===== src/rtl/multiplier_seq_32bit_pkg.sv =====
// Shared definitions for the sequential RV32M multiplier.
//   - op encodings (RV32M funct3[1:0])
//   - FSM state encoding
//   - iteration count and widths
package mul_pkg;

  localparam int XLEN       = 32;
  localparam int CNT_W      = 5;
  localparam int ITERATIONS = 32;

  localparam logic [1:0] MUL_OP_MUL    = 2'b00;
  localparam logic [1:0] MUL_OP_MULH   = 2'b01;
  localparam logic [1:0] MUL_OP_MULHSU = 2'b10;
  localparam logic [1:0] MUL_OP_MULHU  = 2'b11;

  typedef enum logic [1:0] {
    S_IDLE = 2'b00,
    S_BUSY = 2'b01,
    S_DONE = 2'b10
  } state_e;

endpackage


===== src/rtl/fulladder_32bit.sv =====
// 32-bit adder with carry in/out, used for the per-iteration partial
// product accumulate.
//   a, b  : 32-bit addends
//   cin   : carry in
//   sum   : 32-bit sum
//   cout  : carry out (33rd bit of the sum)
module fulladder_32bit (
  input  logic [31:0] a,
  input  logic [31:0] b,
  input  logic        cin,
  output logic [31:0] sum,
  output logic        cout
);

  logic [32:0] full_sum;

  assign full_sum = {1'b0, a} + {1'b0, b} + {32'b0, cin};
  assign sum      = full_sum[31:0];
  assign cout     = full_sum[32];

endmodule


===== src/rtl/multiplier_seq_32bit.sv =====
// Multi-cycle radix-2 shift-and-add multiplier for MUL/MULH/MULHSU/MULHU.
// One partial-product add per clock, 32 iterations, then a one-cycle done.
//   clk, rst_n : clock, asynchronous active-low reset
//   start      : request pulse, only sampled in IDLE
//   op         : 00=MUL 01=MULH 10=MULHSU 11=MULHU
//   a, b       : multiplicand (rs1), multiplier (rs2), captured on start
//   busy       : high while iterating
//   done       : one-cycle pulse when result is updated
//   result     : selected product half, held until the next done
//   state_dbg  : current FSM state
//
// Handshake: start is a request accepted only when busy=0 and done=0
// (IDLE); there is no backpressure and no queuing. done marks the single
// cycle in which a freshly computed result first appears on result.
module multiplier_seq_32bit
  import mul_pkg::*;
#(
  parameter int XLEN_P  = XLEN,
  parameter int CNT_W_P = CNT_W
) (
  input  logic              clk,
  input  logic              rst_n,
  input  logic              start,
  input  logic [1:0]        op,
  input  logic [XLEN_P-1:0] a,
  input  logic [XLEN_P-1:0] b,
  output logic              busy,
  output logic              done,
  output logic [XLEN_P-1:0] result,
  output state_e            state_dbg
);

  state_e state_q, state_d;

  logic [CNT_W_P-1:0]  cnt_q;
  logic [XLEN_P-1:0]   hi_q, lo_q;
  logic [XLEN_P-1:0]   mag_a_q;
  logic                neg_q;
  logic [1:0]          op_q;
  logic [XLEN_P-1:0]   result_q;

  // Operand conditioning at capture time
  logic                a_neg, b_neg;
  logic [XLEN_P-1:0]   a_mag, b_mag;

  // Iteration datapath
  logic [XLEN_P-1:0]   addend;
  logic [XLEN_P-1:0]   sum;
  logic                cout;
  logic [2*XLEN_P-1:0] p_next;
  logic [2*XLEN_P-1:0] p_final;
  logic                last_iter;

  always_comb begin
    a_neg = a[XLEN_P-1] && (op == MUL_OP_MULH || op == MUL_OP_MULHSU);
    b_neg = b[XLEN_P-1] && (op == MUL_OP_MULH);
    // Negating 0x80000000 wraps back to 0x80000000, which is exactly the
    // unsigned magnitude we want.
    a_mag = a_neg ? ((~a) + XLEN_P'(1)) : a;
    b_mag = b_neg ? ((~b) + XLEN_P'(1)) : b;
  end

  assign addend = lo_q[0] ? mag_a_q : '0;

  fulladder_32bit u_add (
    .a    (hi_q),
    .b    (addend),
    .cin  (1'b0),
    .sum  (sum),
    .cout (cout)
  );

  // Shift right by one with the adder carry landing in the top bit.
  assign p_next    = {cout, sum, lo_q[XLEN_P-1:1]};
  assign p_final   = neg_q ? ((~p_next) + (2*XLEN_P)'(1)) : p_next;
  assign last_iter = (cnt_q == CNT_W_P'(ITERATIONS - 1));

  // FSM: state register
  always_ff @(posedge clk or negedge rst_n) begin
    if (!rst_n) begin
      state_q <= S_IDLE;
    end else begin
      state_q <= state_d;
    end
  end

  // FSM: next state and outputs
  always_comb begin
    state_d = state_q;
    busy    = 1'b0;
    done    = 1'b0;
    case (state_q)
      S_IDLE: begin
        if (start) state_d = S_BUSY;
      end
      S_BUSY: begin
        busy = 1'b1;
        if (last_iter) state_d = S_DONE;
      end
      S_DONE: begin
        done    = 1'b1;
        state_d = S_IDLE;
      end
      default: state_d = S_IDLE;
    endcase
  end

  // Datapath registers
  always_ff @(posedge clk or negedge rst_n) begin
    if (!rst_n) begin
      cnt_q    <= '0;
      hi_q     <= '0;
      lo_q     <= '0;
      mag_a_q  <= '0;
      neg_q    <= 1'b0;
      op_q     <= 2'b00;
      result_q <= '0;
    end else begin
      case (state_q)
        S_IDLE: begin
          if (start) begin
            cnt_q   <= '0;
            hi_q    <= '0;
            lo_q    <= b_mag;
            mag_a_q <= a_mag;
            neg_q   <= a_neg ^ b_neg;
            op_q    <= op;
          end
        end
        S_BUSY: begin
          {hi_q, lo_q} <= p_next;
          cnt_q        <= cnt_q + CNT_W_P'(1);
          if (last_iter) begin
            result_q <= (op_q == MUL_OP_MUL) ? p_final[XLEN_P-1:0]
                                             : p_final[2*XLEN_P-1:XLEN_P];
          end
        end
        default: ;
      endcase
    end
  end

  assign result    = result_q;
  assign state_dbg = state_q;

endmodule


===== config.mk =====
export PLATFORM = sky130hd
export DESIGN_NAME = multiplier_seq_32bit
export DESIGN_NICKNAME = d
export VERILOG_FILES = /design/src/rtl/multiplier_seq_32bit_pkg.sv /design/src/rtl/fulladder_32bit.sv /design/src/rtl/multiplier_seq_32bit.sv
export SDC_FILE = /design/constraint.sdc
export NUM_CORES = 1
export LEC_CHECK = 0
export ABC_CLOCK_PERIOD_IN_PS = 5400
export BUFFER_PORTS_ARGS = -buffer_cell sky130_fd_sc_hd__buf_2
export CAP_MARGIN = 20
export CORE_MARGIN = 2
export CORE_UTILIZATION = 60
export DETAILED_ROUTE_END_ITERATION = 6
export PLACE_DENSITY = 0.81
export SLEW_MARGIN = 0
export SYNTH_ARGS = -nofsm -noshare
export SYNTH_HDL_FRONTEND = slang
export SYNTH_SLANG_ARGS = --single-unit

===== constraint.sdc =====
create_clock -name clk -period 5.4 [get_ports clk]
set_input_delay 0.27 -clock clk [delete_from_list [all_inputs] [get_ports clk]]
set_output_delay 0.27 -clock clk [all_outputs]
set_load 0.02 [all_outputs]

==> metrics.md <==
| Metric | Value |
|---|---|
| Hold Vio Cnt, Final | 0 |
| First DRT Iteration DRCs | 1052 |
| Row count | 48 |
| Post-Syn Area | 10390 um2 |
| CP top delay family | simple AND/OR/NAND/NOR gates |
| Root Buffer | clkbuf_16 |
| Num Clock Sinks | 138 |
| Net Count, Synth | 1418 |
| Skew final | 0.01450 ns |
| Vias post-DR | 10206 |
| Post-Syn Area per Cell | 7.928 um2 |
| Largest net degree at the start of global routing | 129 |
| P per Cell Area | 647.6 nW/um2 |
| Slowest CP cell | dfrtp_1 |
| WL per Instance | 18.24 um |
| GRT Max-Usage Layer | met2 |
| Max Slew Vio Count | 0 |
| I/O pins | 105 |
| Die H | 135.6 um |
| Worst-path clk slew | 0.07 ns |
| Post-Synthesis Cells | 1310 |
| Number of synthesized flops with an enable pin | 0 |
| Post-CTS Setup Repair Bufs | 0 |
| Crit. End Element | flip-flop |
| Final Non-Filler Cells | 1612 |
| Detail Route Antenna Nets | 0 |
| First-pass DRT Iterations | 6 |
| DRC Markers | 0 |
| Ys async rst share | 1.000 |
| Vias in the first global route | 9306 |
| Fillcell total | 1489 |
| CTS tree | done |
| CP bufs+invs | 0 |
| Number of port buffers | 104 |
| Initial core utilization | 0.6068 |
| # resized after CTS | 0 |
| VDD IR max | 376.8 uV |
| Synth unique cells | 77 |
| Final Routed Wirelength | 29410 um |
| Max Root-Sink Buffers | 2 |
| Layout cells sized above 1 | 0.1255 |
| Met2 usage in global routing | 0.4809 |
| M1 GR Usage | 0.4742 |
| Setup TNS | 0 ns |
| Antenna Cells | 0 |
| Met3 Use GR | 0.06135 |
| Final Cycle Share | 0.9185 |
| Final min period | 4.960 ns |
| First-pass GRT wire length | 47270 um |
| Grt total ovfl | 0 |
| Register area share after synthesis | 0.3325 |
| Post-synth top area share | 0.3325 |
| Placer congestion estimate | 0.9589 |
| Number of CTS-inserted buffers | 17 |
| Final setup vio count | 0 |
| Hold Crit Class | input port to flip-flop |
| Worst path max stage delay | 0.63 ns |
| Hold_buf cts | 1 |
| Top cells by area, synth | dfrtp_1 (33%), o21ai_0 (8.3%), nand2_1 (6.8%) |
| Outcome | completed |
| Drt via density | 6.331 |
| Core area | 17120 um2 |
| CP Launch Type | flip-flop |
| Fmax | 201.6 MHz |
| Placed cells | 1578 |
| Yosys warns | 0 |
| RSZ-0062 raised after global routing | false |
| Worst EP required | 5.73 ns |
| # H-tree levels | 4 |
| FF+latch count, synth | 138 |
| Worst Path Max Fanout | 33 |
| Max Cap Viol | 0 |
| Nets | 1482 |
| Crit path DAT | 5.29 ns |
| Worst-Margin Slew | 1.120 ns |
| Crit Path Class | flip-flop to flip-flop |
| P_leak | 5.119 nW |
| Final HPWL from detailed placement | 21590 um |
| All-Layer GR Usage | 0.3276 |
| Layout area overhead | 12.47% |
| Worst-skew pair later-pin latency | 0.44 ns |
| Die ar. | 18380 um2 |
| Die X | 135.6 um |
| Synth Flop Type | dfrtp_1 |
| Yosys top cell by area | dfrtp_1 |
| Rel. slew slack | 0.2521 |
| Cell Chain, Critical Path | and2_1, ha_1, fa_1, a21oi_1, o21ai_2, a211oi_2, xor2_1, or4b_4, nor4_4, or4b_1, o31a_1, or3_1, a31oi_1, nor2_1 |
| Antenna violations before repair | 0 |
metal layers:
metal,part of all wire,up-vias
met4,0.037,0
met2,0.43,479
met1,0.45,4797
li1,-,4854
met3,0.082,76
met5,0,-
layout make-up:
| cell class | count | area, um2 | area share |
|---|---|---|---|
| Timing Repair Buffer | 117 | 646.9 | 0.05538 |
| Clock buffer | 18 | 439.2 | 0.03760 |
| Clock inverter | 14 | 205.2 | 0.01757 |
| Tap cell | 225 | 281.5 | 0.02410 |
| Sequential cell | 138 | 3453 | 0.2956 |
| Multi-Input combinational cell | 1080 | 6580 | 0.5633 |
| Inverter | 20 | 75.07 | 0.006427 |
cells in the final DEF, fill, tap and decap left out, types with 36 or more instances in the layout:
cell,instances
o21ai_0,172
buf_2,103
and2_1,41
xnor2_1,67
nor2_1,94
a22oi_1,36
nand2_1,188
xor2_1,66
a21oi_1,91
ha_1,38
nand3_1,42
dfrtp_1,138
worst reg2reg max path, stage by stage, from the launching register on:
cell	delay, ns
dfrtp_1	0.63
and2_1	0.27
ha_1	0.22
fa_1	0.43
a21oi_1	0.32
o21ai_2	0.14
a211oi_2	0.27
xor2_1	0.32
or4b_4	0.54
nor4_4	0.39
or4b_1	0.51
o31a_1	0.26
or3_1	0.30
a31oi_1	0.17
nor2_1	0.06
worst paths after layout:
kind	cells after the start	to	slack [ns]	start
setup / recovery	14	result[21]$_DFFE_PN0P_	0.44	lo_q[0]$_DFFE_PN0P_
min in group asynchronous	2	result[2]$_DFFE_PN0P_	0.46	rst_n
hold reg to reg	2	mag_a_q[24]$_DFFE_PN0P_	0.47	mag_a_q[24]$_DFFE_PN0P_
setup reg to reg	14	result[21]$_DFFE_PN0P_	0.44	lo_q[0]$_DFFE_PN0P_
max in group asynchronous	3	result[20]$_DFFE_PN0P_	3.78	rst_n
hold / removal	3	op_q[0]$_DFFE_PN0P_	0.08	op[0]
cell usage after synthesis, drive strengths merged (16+ instances only):
master	number
o21ai	178
inv	18
dfrtp	138
and2	42
ha	38
nor4	16
nand4	20
a22oi	36
clkbuf	64
xor2	66
nor3	20
xnor2	67
nand3	42
nand2	189
nor2	95
a21oi	92
metrics by stage:
stage | hold WS [ns] | power, mW | util | instance area [um2] | setup slack (ns)
after floorplan | -0.02559 | 4.907 | - | 10390 | 1.033
after global placement | 0.3963 | 6.031 | 0.6426 | 11000 | 0.6707
after detailed placement | 0.4102 | 6.133 | 0.6426 | 11000 | 0.5071
after CTS | 0.08016 | 7.467 | 0.6808 | 11650 | 0.4840
after global routing | 0.08204 | 8.058 | 0.6825 | 11680 | 0.1327
final | 0.08306 | 7.565 | 0.6825 | 11680 | 0.4400
logic make-up after synthesis:
group / synth area share
multiplexers: 0.003975
flip-flops: 0.3325
adder cells (fa/ha/maj): 0.04771
AND/OR/NAND/NOR: 0.2303
buffers and inverters: 0.03493
AO/OA/AOI/OAI: 0.2384
XOR/XNOR: 0.1122
flip-flops by register name, indices dropped and copies added (netlist names):
register	cells
neg_q	1
hi_q	32
state_dbg	2
cnt_q	5
lo_q	32
result	32
mag_a_q	32
op_q	2
power by group:
group	switching, mW	leakage, nW	internal, mW
Clock	0.514	0.314	0.796
Sequential	0.478	1.75	1.47
Combinational	2.71	3.05	1.59
Total	3.70	5.12	3.86
No activity file was read; power rests on OpenSTA's default activity.
